## src/rtl/sdram_arbit.sv

```systemverilog
// SDRAM command arbiter: one owner at a time among init, refresh, write and read.
// The owner's command/address/bank are muxed to the pins by the current state.
module sdram_arbit #(
   parameter int          ADDR_WIDTH = 12,
   parameter logic [3:0]  CMD_NOP    = 4'b0111
) (
   input  logic                  clk,
   input  logic                  rst_n,
   input  logic [3:0]            init_cmd,
   input  logic [ADDR_WIDTH-1:0] init_addr,
   input  logic                  init_end,
   input  logic                  ref_rq,
   input  logic [3:0]            ref_cmd,
   input  logic [ADDR_WIDTH-1:0] ref_addr,
   input  logic                  ref_end,
   input  logic                  wr_rq,
   input  logic [3:0]            wr_cmd,
   input  logic [ADDR_WIDTH-1:0] wr_addr,
   input  logic [1:0]            wr_bank_addr,
   input  logic                  wr_end,
   input  logic                  rd_rq,
   input  logic [3:0]            rd_cmd,
   input  logic [ADDR_WIDTH-1:0] rd_addr,
   input  logic [1:0]            rd_bank_addr,
   input  logic                  rd_end,
   output logic                  ref_en,
   output logic                  wr_en,
   output logic                  rd_en,
   output logic [3:0]            sdram_cmd,
   output logic [ADDR_WIDTH-1:0] sdram_addr,
   output logic [1:0]            sdram_bank,
   output logic                  sdram_cke,
   output logic [2:0]            arb_state
);

   typedef enum logic [2:0] {
      INIT  = 3'd0,
      ARBIT = 3'd1,
      AREF  = 3'd2,
      WRITE = 3'd3,
      READ  = 3'd4
   } state_t;

   state_t state, state_nxt;
   logic   last_rd;   // 1: read owned the bus last, so write wins a tie
   logic   ref_go, wr_go, rd_go;

   // NOTE: every signal gets a default before the case so no latch is inferred.
   always_comb begin
      state_nxt = state;
      ref_go    = 1'b0;
      wr_go     = 1'b0;
      rd_go     = 1'b0;
      case (state)
         INIT:  if (init_end) state_nxt = ARBIT;
         ARBIT: begin
            if (ref_rq) begin
               ref_go    = 1'b1;
               state_nxt = AREF;
            end else if (wr_rq && (!rd_rq || last_rd)) begin
               wr_go     = 1'b1;
               state_nxt = WRITE;
            end else if (rd_rq) begin
               rd_go     = 1'b1;
               state_nxt = READ;
            end
         end
         AREF:    if (ref_end) state_nxt = ARBIT;
         WRITE:   if (wr_end)  state_nxt = ARBIT;
         READ:    if (rd_end)  state_nxt = ARBIT;
         default: state_nxt = INIT;
      endcase
   end

   // NOTE: sequential state uses non-blocking assignments only.
   always_ff @(posedge clk or negedge rst_n) begin
      if (!rst_n) begin
         state     <= INIT;
         last_rd   <= 1'b1;
         ref_en    <= 1'b0;
         wr_en     <= 1'b0;
         rd_en     <= 1'b0;
         sdram_cke <= 1'b0;
      end else begin
         state     <= state_nxt;
         ref_en    <= ref_go;
         wr_en     <= wr_go;
         rd_en     <= rd_go;
         sdram_cke <= 1'b1;
         if (wr_go) last_rd <= 1'b0;
         else if (rd_go) last_rd <= 1'b1;
      end
   end

   always_comb begin
      sdram_cmd  = CMD_NOP;
      sdram_addr = '0;
      sdram_bank = 2'b00;
      case (state)
         INIT: begin
            sdram_cmd  = init_cmd;
            sdram_addr = init_addr;
         end
         AREF: begin
            sdram_cmd  = ref_cmd;
            sdram_addr = ref_addr;
         end
         WRITE: begin
            sdram_cmd  = wr_cmd;
            sdram_addr = wr_addr;
            sdram_bank = wr_bank_addr;
         end
         READ: begin
            sdram_cmd  = rd_cmd;
            sdram_addr = rd_addr;
            sdram_bank = rd_bank_addr;
         end
         default: ;
      endcase
   end

   assign arb_state = state;

endmodule

```

## config.mk

```make
export PLATFORM = sky130hd
export DESIGN_NAME = sdram_arbit
export DESIGN_NICKNAME = d
export VERILOG_FILES = /design/src/rtl/sdram_arbit.sv
export SDC_FILE = /design/constraint.sdc
export NUM_CORES = 1
export LEC_CHECK = 0
export ABC_AREA = 1
export CORE_ASPECT_RATIO = 0.8
export CORE_MARGIN = 3
export CORE_UTILIZATION = 29
export DETAILED_ROUTE_END_ITERATION = 12
export PLACE_DENSITY = 0.87
export SLEW_MARGIN = 15
export SYNTH_ARGS = -nofsm -noshare
export SYNTH_HDL_FRONTEND = slang
export SYNTH_SLANG_ARGS = --single-unit
```

## constraint.sdc

```tcl
create_clock -name clk -period 1.8 [get_ports clk]
set_input_delay 0.18 -clock clk [delete_from_list [all_inputs] [get_ports clk]]
set_output_delay 0.18 -clock clk [all_outputs]
set_load 0.02 [all_outputs]
```

# Word-level counts from Yosys, hierarchy flattened
# Index checks and enable logic that the tools add are counted.
[word_totals]
ff_bits = 8
output_inout_bits = 25
[classes]
n_eq_ne = 9
n_mux = 22
reduce_logical = 6
[op_table]
columns = ["cell", "n"]
rows = [
  ["$pmux 12 s4", 1],
  ["$mux 3", 7],
  ["$pmux 4 s4", 1],
  ["$pmux 3 s5", 1],
  ["$mux 1", 11],
  ["$ne 2x2->1 const B", 4],
  ["$eq 3x2->1 const B", 2],
  ["$reduce_and 5->1", 1],
  ["$ne 4x4->1 const B", 1],
  ["$pmux 2 s2", 1],
  ["$eq 3x1->1 const B", 1],
  ["$eq 3x3->1 const B", 1],
  ["$logic_not 3->1", 1],
  ["$reduce_bool 2->1", 1],
  ["$logic_and 1x1->1", 1],
  ["$logic_not 1->1", 1],
  ["$logic_or 1x1->1", 1],
]

# Depth between registers and ports, before layout
# Gate-level depths: netlist (run 1).
[depth]
word_depth = 8
depth_mapped = 8
ltp_nobuf = 8

# Worst setup path before layout (run 1)
# Ideal clock, no wire load.
[synth_timing]
path_kind = "flip-flop to output port"
startpoint = "register state[0] (netlist: arb_state[0])"
endpoint = "output sdram_addr[0]"
t_arrival_ns = 1.319
required_time_ns = 1.620
slack_ns = 0.301
path_stages_with_launch = 7
n_path_buf = 1
path_cell_list = "dfrtp_1 nor2_4 nand2_1 inv_2 buf_4 nand2_1 nand4_1"
[synth_via]
elab_chain_len = 2
[synth_rtl]
columns = ["item", "line", "source"]
rows = [
  ["start: declaration", "44", "state_t state, state_nxt;"],
  ["start signal: assignment", "85", "state <= state_nxt;"],
  ["$eq 3x3->1, or another cell as far along", "99", "case (state)"],
  ["$pmux 12 s4 *", "99", ""],
  ["end: declaration", "30", "output logic [ADDR_WIDTH-1:0] sdram_addr,"],
]
# Every way passes the cells marked *; elsewhere a longest branch is shown, timed or not.

# Final worst setup path (run 1)
[layout_timing]
startpoint = "register state[1] (netlist: arb_state[1])"
endpoint = "output sdram_addr[7]"
# Same word-level chain as after synthesis.

==> results.sh, run 1 <==
export IMPL_wl_um=4160
export IMPL_power_density_cell_area_mw_per_mm2=1180
export IMPL_worst_path_dominant_cell_family="buffers and inverters"
export IMPL_internal_power_w=0.00114
export IMPL_worstReg2RegEnd="arb_state[0]"
export IMPL_synth_fp_nets=224
export IMPL_insertion_delay_ns=0.26
export IMPL_final_core_utilization=0.762
export IMPL_post_synth_cell_area_avg_um2=5.76
export IMPL_startpoint_type="register"
export IMPL_io_pin_count=102
export IMPL_netSwitchingFraction=0.512
export IMPL_max_cap_viol_count=0
export IMPL_post_synthesis_xor_xnor_area_fraction=0
export IMPL_timing_fmax_mhz=578
export IMPL_fraction_of_the_mapped_netlist_area_in_simple_logic_gates=0.622
export IMPL_first_iter_violations=71
export IMPL_timing_hold_worst_class="input pin to asynchronous set/reset pin"
export IMPL_global_route_overflow_total=0
export IMPL_clock_tree_root_cell="clkbuf_4"
export IMPL_synthCells=147
export IMPL_rsz_0062_raised_after_global_routing="true"
export IMPL_layout_area_overhead_vs_synth_pct=134
export IMPL_cts_sink_cnt=8
export IMPL_ant_nets=0
export IMPL_critical_path_n_buffers_inverters=4
export IMPL_floorplan_initialDensity=0.325
export IMPL_worst_setup_path_startpoint="arb_state[1]"
export IMPL_ys_types=19
export IMPL_synth_edff_count=0
export IMPL_finClkSkew_ns=0.00244
export IMPL_combinationalPowerShare=0.811
export IMPL_cpMaxStageDelayCell="dfrtp_2"
export IMPL_crit_chain="inv_1 -> nor2_2 -> nand2_2 -> clkinv_2 -> buf_4 -> nand2_1 -> nand4_1 -> buf_2"
export IMPL_ys_warnings_count=0
export IMPL_antenna_cells_inserted=0
export IMPL_grt_pass1_wl_um=5860
export IMPL_placedCellCount=292
export IMPL_syn_cell_area_um2=847
export IMPL_worstPathRequired_ns=1.62
export IMPL_timing_hold_violations_final=0
export IMPL_fin_crit_sh=0.961
export IMPL_data_arrival_time_of_the_worst_path_ns=1.55
export IMPL_core_region_area_mm2=0.00260
export IMPL_synth_adder_area_share=0
export IMPL_final_instance_count_excl_fill=299
export IMPL_run_status="complete, no violations"
export IMPL_pin_count_of_the_biggest_net_entering_global_routing=19
export IMPL_clock_power_share=0.064
export IMPL_cts_buffers_inserted=3
export IMPL_synth_top_flop_cell="dfrtp_1"
export IMPL_layout_nets=341
export IMPL_detail_routed_net_length_per_standard_cell_um=13.9
export IMPL_grt_util_all_layers=0.217
export IMPL_worst_setup_ep_type="output port"
export IMPL_critical_path_peak_fanout=8
export IMPL_cp_endpoint="sdram_addr[7]"
export IMPL_cts_path_max_buffers=2
export IMPL_synth_seq_cells=8
export IMPL_synth_top_cell_area_share=0.275
export IMPL_firstDrtPassIters=4
export IMPL_power_leakage_nw=0.911
export IMPL_cts_clk_slew_worst_paths_ns=0.05
export IMPL_period_minus_slack_ns=1.73
export IMPL_vias=1433
export IMPL_crit_cells=8
export IMPL_die_width_um=66.4
export IMPL_synth_compound_area_share=0.0384
export IMPL_cts_tree="done"
export IMPL_port_buffers=101
export IMPL_synth_top_cell_by_area="nand2_1"
export IMPL_setup_viol=0
export IMPL_place_hpwl_um=3420
export IMPL_share_seq_of_total_power=0.126
export IMPL_final_max_slew_violation_count=0
export IMPL_drive_gt1_frac=0.205
export IMPL_gp_congestion=0.781
export IMPL_sequential_fraction_of_the_synthesis_area=0.238
export IMPL_ys_top_cells_by_area="nand2_1 27%, dfrtp_1 21%, nand3_1 13%"
export IMPL_die_area_mm2=0.00361
export IMPL_drt_vias_per_instance=4.79
export IMPL_number_of_levels_in_the_clock_h_tree=1
export IMPL_drcViolationCount=0
export IMPL_synth_area_mux_share=0
export IMPL_post_synth_top_count_cell="nand2_1"
export IMPL_vias_in_the_first_global_route=1276
export IMPL_postSynth_asyncResetShare=1.00
export IMPL_timing_setup_critical_path_class="register to output port"
export IMPL_die_height_um=54.3
export IMPL_vdd_drop_max_uv=608
export IMPL_grt_antenna_before_repair=0
export IMPL_worst_r2r_path_depth=7
export IMPL_ys_top_cells_by_count="62 x nand2_1, 22 x nand3_1, 15 x nand4_1"
export IMPL_reg2reg_setup_slack_ns=0.35
export IMPL_worst_path_largest_cell_delay_ns=0.44
export IMPL_power_net_switching_w=0.00120
export IMPL_rows=16
export IMPL_main_combinational_cell_family_by_area_after_synthesis="simple AND/OR/NAND/NOR gates"
export IMPL_worst_r2r_startpoint="arb_state[2]"
## routing by layer
metal	vias to the layer above	GRT usage	wire length (um)	part of all wire
met1	653	0.258	1580	0.38
met3	9	0.0554	226	0.054
li1	714	-	-	-
met2	57	0.381	2270	0.55
met5	-	0	0	0
met4	0	0.0811	82	0.020
## metrics by stage
| step | hold WS, ns | area, um2 | setup slack, ns | setup TNS, ns | total power, W |
|---|---|---|---|---|---|
| 2_1_floorplan | -0.116 | 847 | 0.301 | 0 | 0.00129 |
| 3_3_place_gp | 0.474 | 2000 | -0.114 | -1.36 | 0.00232 |
| 3_5_place_dp | 0.470 | 2000 | -0.160 | -2.14 | 0.00235 |
| 4_1_cts | 0.186 | 2030 | 0.00339 | 0 | 0.00242 |
| 5_1_grt | 0.188 | 1980 | -0.0377 | -0.0377 | 0.00252 |
| 6_report | 0.182 | 1980 | 0.0700 | 0 | 0.00234 |
## area by class of cell
class	instances	area, um2
timing repair buffer	116	1060
fill	215	621
multi-input combinational	120	581
sequential	8	205
inverter	14	57.6
tap	36	45.0
clock buffer	4	26.3
timing repair inverter	1	5.00
## power groups by stage
stage	Sequential [W]	Combinational [W]	Clock (W)
after floorplan	0.000340	0.000952	0
after global placement	0.000287	0.00204	0
after detailed placement	0.000294	0.00206	0
after CTS	0.000294	0.00197	0.000155
after global routing	0.000302	0.00205	0.000169
final	0.000294	0.00190	0.000149
## registers in the layout, indices dropped and copies added, names as in the netlist
| name | flops |
|---|---|
| wr_en | 1 |
| ref_en | 1 |
| sdram_cke | 1 |
| last_rd | 1 |
| rd_en | 1 |
| arb_state | 3 |
## layout by cell type (no fill, tap or decap), drive strengths merged, types with 2 or more instances in the layout
cell and count:
clkinv 2, nand2 64, nand3 22, clkdlybuf4s50 83, nor3b 2, clkbuf 4, dfrtp 7, buf 33
inv 13, nor2 10, o21ai 2, nand4 15, a22o 2
## what timing repair did
action                                  CTS  global route
buffers inserted                          0             2
hold buffers                              0             0
resized for setup                        60            23
pin swaps                                 0             1
gates cloned                              0             1
endpoints found under the setup margin   18            15
## kinds of logic after synthesis
logic type | after synthesis
buffers and inverters | 19
flip-flops | 8
other | 1
AO/OA/AOI/OAI | 5
AND/OR/NAND/NOR | 114
## how the worst min path moves through the flow
stage          start           end  slack, ns  cells after the start
3_3_place_gp   rst_n         rd_en       0.47                      1
2_1_floorplan  rst_n  arb_state[0]      -0.12                      0
5_1_grt        rst_n         rd_en       0.19                      1
6_report       rst_n         rd_en       0.18                      1
4_1_cts        rst_n         rd_en       0.19                      1
3_5_place_dp   rst_n         wr_en       0.47                      1
No activity file was read; power rests on OpenSTA's default activity.
==> run 2: changes to the inputs <==
--- a/config.mk
+++ b/config.mk
@@ -6,8 +6,8 @@
 export NUM_CORES = 1
 export LEC_CHECK = 0
 export ABC_AREA = 1
+export CAP_MARGIN = 20
 export CORE_ASPECT_RATIO = 0.8
-export CORE_MARGIN = 3
 export CORE_UTILIZATION = 29
 export DETAILED_ROUTE_END_ITERATION = 12
 export PLACE_DENSITY = 0.87
==> run 2 against run 1 <==
Effect of this change: final cell count is 3.0% higher; design area increased by 0.95%; worst setup slack better by 0.026 ns; global-route usage increased by 1.8 points; via count up 0.77%; largest cell class unchanged.
==> results.sh, run 2 (synthesis gave the netlist of run 1 again) <==
export IMPL_period_minus_slack_ns=1.70
export IMPL_share_seq_of_total_power=0.123
export IMPL_cts_clk_slew_worst_paths_ns=0.06
export IMPL_timing_setup_critical_path_class="register to output port"
export IMPL_number_of_levels_in_the_clock_h_tree=1
export IMPL_worst_path_largest_cell_delay_ns=0.60
export IMPL_timing_hold_violations_final=0
export IMPL_die_area_mm2=0.00314
export IMPL_layout_nets=348
export IMPL_first_iter_violations=42
export IMPL_drt_vias_per_instance=4.69
export IMPL_antenna_cells_inserted=0
export IMPL_wl_um=3690
export IMPL_place_hpwl_um=3020
export IMPL_power_leakage_nw=0.936
export IMPL_reg2reg_setup_slack_ns=0.32
export IMPL_floorplan_initialDensity=0.306
export IMPL_clock_power_share=0.064
export IMPL_run_status="complete, no violations"
export IMPL_timing_hold_worst_class="input pin to asynchronous set/reset pin"
export IMPL_power_density_cell_area_mw_per_mm2=1170
export IMPL_dpl_cell_area_mm2=0.00200
export IMPL_timing_fmax_mhz=587
export IMPL_internal_power_w=0.00117
export IMPL_worst_r2r_path_depth=10
export IMPL_final_cell_mix="83 x clkdlybuf4s50_1, 62 x nand2_1, 23 x buf_4, 22 x nand3_1, 15 x nand4_1"
export IMPL_worst_setup_path_startpoint="arb_state[0]"
export IMPL_global_route_overflow_total=0
export IMPL_power_net_switching_w=0.00117
export IMPL_max_cap_viol_count=0
export IMPL_ant_nets=0
export IMPL_cpMaxStageDelayCell="clkdlybuf4s50_1"
export IMPL_timing_hold_ws_ns=0.194
export IMPL_drive_gt1_frac=0.211
export IMPL_layout_area_overhead_vs_synth_pct=136
export IMPL_grt_util_all_layers=0.235
export IMPL_io_pin_count=102
export IMPL_cts_tree="done"
export IMPL_vdd_drop_max_uv=613
export IMPL_combinationalPowerShare=0.813
export IMPL_cts_path_max_buffers=2
export IMPL_firstDrtPassIters=4
export IMPL_crit_cells=3
export IMPL_vias=1444
export IMPL_rsz_0062_raised_after_global_routing="true"
export IMPL_port_buffers=101
export IMPL_detail_routed_net_length_per_standard_cell_um=12.0
export IMPL_drcViolationCount=0
export IMPL_grt_pass1_wl_um=5780
export IMPL_worst_setup_ep_type="output port"
export IMPL_final_common_cell="clkdlybuf4s50_1"
export IMPL_worstReg2RegEnd="arb_state[1]"
export IMPL_cp_endpoint="arb_state[0]"
export IMPL_vias_in_the_first_global_route=1330
export IMPL_crit_chain="buf_4 -> buf_4 -> clkdlybuf4s50_1"
export IMPL_worstPathRequired_ns=1.62
export IMPL_final_max_slew_violation_count=0
export IMPL_die_height_um=50.3
export IMPL_worst_path_dominant_cell_family="buffers and inverters"
export IMPL_startpoint_type="register"
export IMPL_fin_crit_sh=0.947
export IMPL_final_core_utilization=0.724
export IMPL_setup_viol=0
export IMPL_rows=17
export IMPL_gp_congestion=0.854
export IMPL_timing_critical_path_mode_cell="buf_4"
export IMPL_critical_path_n_buffers_inverters=3
export IMPL_cts_buffers_inserted=3
export IMPL_finClkSkew_ns=0.00157
export IMPL_pin_count_of_the_biggest_net_entering_global_routing=17
export IMPL_die_width_um=62.4
export IMPL_cts_sink_cnt=8
export IMPL_design_area_mm2=0.00200
export IMPL_critical_path_peak_fanout=4
export IMPL_worst_r2r_startpoint="arb_state[1]"
export IMPL_grt_antenna_before_repair=0
export IMPL_core_region_area_mm2=0.00277
export IMPL_clock_tree_root_cell="clkbuf_4"
export IMPL_insertion_delay_ns=0.26
export IMPL_netSwitchingFraction=0.501
export IMPL_data_arrival_time_of_the_worst_path_ns=1.52
export IMPL_largest_register_ff_count=3
==> run 2: changes by cell type in the layout (fill, tap and decap cells not counted), sizes merged <==
cell,previous run,this run
buf,33,31
clkinv,2,1
clkbuf,4,14
==> run 2: worst min path at each step <==
stage,cells past startpoint,start,to
global placement,1,rst_n,rd_en
finish,1,rst_n,ref_en
global route,1,rst_n,rd_en
CTS,1,rst_n,arb_state[0]
floorplan,0,rst_n,arb_state[0]
detailed placement,1,rst_n,rd_en
==> run 2: what timing repair did <==
item / CTS / global route
setup buffers: 1 / 5
pin swaps: 0 / 0
hold buffers: 0 / 0
gates resized for setup: 46 / 22
setup endpoints to repair: 18 / 18
==> run 2: stage by stage <==
step / setup WS, ns / power (W) / std cells / setup TNS, ns
global placement: -0.0619 / 0.00229 / 298 / -0.773
finish: 0.0959 / 0.00234 / 308 / 0
floorplan: 0.301 / 0.00129 / 147 / 0
global route: -0.00862 / 0.00254 / 308 / -0.00862
CTS: 0.000149 / 0.00239 / 303 / 0
detailed placement: -0.127 / 0.00231 / 298 / -1.89
==> run 2: area by class of cell <==
class / count / area [um2]
clock buffer: 4 / 26.3
fill: 231 / 764
inverter: 14 / 57.6
multi-input combinational: 120 / 573
sequential: 8 / 203
tap: 38 / 47.5
timing repair buffer: 124 / 1090
==> run 2: routing by layer <==
metal  routed length [um]  up-vias  global-route usage
met5                    0        -                   0
met4                   26        0              0.0504
met3                  213        4              0.0636
met2                 1840       52               0.418
met1                 1610      658               0.282
li1                     -      730                   -
==> run 2: power by group through the flow <==
stage                     Clock [W]  Sequential, W  Combinational, W
after CTS                  0.000157       0.000286           0.00195
after floorplan                   0       0.000340          0.000952
after global placement            0       0.000286           0.00200
after detailed placement          0       0.000290           0.00202
final                      0.000150       0.000287           0.00190
after global routing       0.000178       0.000295           0.00206
==> run 3: changes to the inputs <==
--- a/config.mk
+++ b/config.mk
@@ -15,3 +15,4 @@
 export SYNTH_ARGS = -nofsm -noshare
 export SYNTH_HDL_FRONTEND = slang
 export SYNTH_SLANG_ARGS = --single-unit
+export TNS_END_PERCENT = 5
==> run 3 against run 2 <==
Effect of this change: register-to-register slack improved by 0.02 ns; non-clock buffer count decreased by 5; wire length decreased by 1.9%; power decreased by 0.97%; critical endpoint is now sdram_addr[0]; utilization decreased by 0.36 points.
==> results.sh, run 3 (synthesis gave the netlist of run 1 again) <==
export IMPL_detail_routed_net_length_per_standard_cell_um=11.9
export IMPL_worst_r2r_startpoint="arb_state[1]"
export IMPL_timing_setup_critical_path_class="register to output port"
export IMPL_final_common_cell="clkdlybuf4s50_1"
export IMPL_die_height_um=50.3
export IMPL_floorplan_initialDensity=0.306
export IMPL_worst_r2r_path_depth=10
export IMPL_pin_count_of_the_biggest_net_entering_global_routing=17
export IMPL_design_area_mm2=0.00199
export IMPL_crit_chain="buf_4 -> nor2_4 -> buf_4 -> nand2_1 -> nand4_1 -> clkdlybuf4s15_1"
export IMPL_die_width_um=62.4
export IMPL_vias_in_the_first_global_route=1330
export IMPL_rows=17
export IMPL_power_density_cell_area_mw_per_mm2=1160
export IMPL_final_max_slew_violation_count=0
export IMPL_finClkSkew_ns=0.00202
export IMPL_gp_congestion=0.854
export IMPL_drcViolationCount=0
export IMPL_largest_register_ff_count=3
export IMPL_layout_nets=343
export IMPL_core_region_area_mm2=0.00277
export IMPL_worst_setup_ep_type="output port"
export IMPL_timing_critical_path_mode_cell="buf_4"
export IMPL_max_cap_viol_count=0
export IMPL_fill_cells=230
export IMPL_final_critical_path_setup_slack_ns=0.0270
export IMPL_fin_crit_sh=0.985
export IMPL_pre_cts_setup_slack_ns=-0.127
export IMPL_final_cell_mix="83 x clkdlybuf4s50_1, 62 x nand2_1, 22 x nand3_1, 18 x buf_4, 15 x nand4_1"
export IMPL_wl_um=3620
export IMPL_place_hpwl_um=3020
export IMPL_clock_tree_root_cell="clkbuf_4"
export IMPL_cpMaxStageDelayCell="dfrtp_1"
export IMPL_ant_nets=0
export IMPL_cts_sink_cnt=8
export IMPL_dpl_cell_area_mm2=0.00200
export IMPL_cts_clk_slew_worst_paths_ns=0.06
export IMPL_rsz_0062_raised_after_global_routing="true"
export IMPL_layout_area_overhead_vs_synth_pct=135
export IMPL_vdd_drop_max_uv=610
export IMPL_io_pin_count=102
export IMPL_drive_gt1_frac=0.189
export IMPL_first_iter_violations=46
export IMPL_timing_hold_worst_class="input pin to asynchronous set/reset pin"
export IMPL_vias=1440
export IMPL_cts_buffers_inserted=3
export IMPL_port_buffers=101
export IMPL_setup_viol=0
export IMPL_number_of_levels_in_the_clock_h_tree=1
export IMPL_insertion_delay_ns=0.26
export IMPL_worst_path_largest_cell_delay_ns=0.41
export IMPL_timing_fmax_mhz=564
export IMPL_power_leakage_nw=0.911
export IMPL_critical_path_peak_fanout=6
export IMPL_reg2reg_setup_slack_ns=0.34
export IMPL_startpoint_type="register"
export IMPL_grt_util_all_layers=0.235
export IMPL_grt_antenna_before_repair=0
export IMPL_antenna_cells_inserted=0
export IMPL_period_minus_slack_ns=1.77
export IMPL_die_area_mm2=0.00314
export IMPL_firstDrtPassIters=6
export IMPL_grt_pass1_wl_um=5780
export IMPL_drt_vias_per_instance=4.75
export IMPL_data_arrival_time_of_the_worst_path_ns=1.59
export IMPL_ctsHoldBuffers=0
export IMPL_global_route_overflow_total=0
export IMPL_cts_tree="done"
export IMPL_totalNegativeSetupSlack_ns=0
export IMPL_timing_hold_violations_final=0
export IMPL_worstPathRequired_ns=1.62
export IMPL_worstReg2RegEnd="arb_state[1]"
export IMPL_cts_path_max_buffers=2
export IMPL_run_status="complete, no violations"
-- run 3: cell count changes in the layout (fill, tap and decap cells not counted) --
cell / change
clkdlybuf4s15_2: +4
buf_4: -5
buf_2: -6
clkinv_4: -1
inv_4: +1
inv_1: +1
inv_2: -1
clkdlybuf4s15_1: +1
clkbuf_2: +1
-- run 3: worst max-delay path by stage --
| stage | from | end | slack (ns) | cells past startpoint |
|---|---|---|---|---|
| 2_1_floorplan | arb_state[0] | sdram_addr[0] | 0.30 | 6 |
| 3_3_place_gp | arb_state[1] | sdram_addr[10] | -0.06 | 7 |
| 3_5_place_dp | arb_state[1] | sdram_addr[4] | -0.13 | 7 |
| 4_1_cts | arb_state[2] | sdram_addr[3] | -0.004 | 6 |
| 5_1_grt | arb_state[1] | sdram_addr[5] | -0.09 | 7 |
| 6_report | arb_state[2] | sdram_addr[0] | 0.03 | 6 |
-- run 3: critical path, delay by kind of cell, from the launching register on --
family	cells	cell delay, ns
buf+inv	3	0.63
flops	1	0.41
simple gates	3	0.30
-- run 3: cell type report --
type                    count  area, um2  share of cell area
clock buffers               4       26.3              0.0132
well taps                  38       47.5              0.0239
flip-flops and latches      8        203               0.102
inverters                  14       55.1              0.0277
repair buffers            119       1090               0.546
multi-input cells         120        573               0.288
-- run 3: repair_timing --
item                       4_1_cts  5_1_grt
setup buffers                    1        0
resized for setup               45       14
setup endpoints to repair       18       18
-- run 3: per-stage QoR --
step	total power (W)	std cells	hold slack, ns	utilization
floorplan	0.00129	147	-0.116	-
finish	0.00232	303	0.193	0.720
global route	0.00252	303	0.187	0.720
CTS	0.00239	303	0.196	0.738
detailed placement	0.00231	298	0.478	0.724
global placement	0.00229	298	0.483	0.724
-- run 3: metal layers --
| layer | part of all wire | GRT usage |
|---|---|---|
| met1 | 0.43 | 0.282 |
| met2 | 0.49 | 0.418 |
| met3 | 0.062 | 0.0636 |
| met4 | 0.012 | 0.0504 |
| met5 | 0 | 0 |
-- run 3: report_power, final --
group,internal (W),switching [W]
combinational,0.000835,0.00104
sequential,0.000241,0.0000443
clock,0.0000851,0.0000652
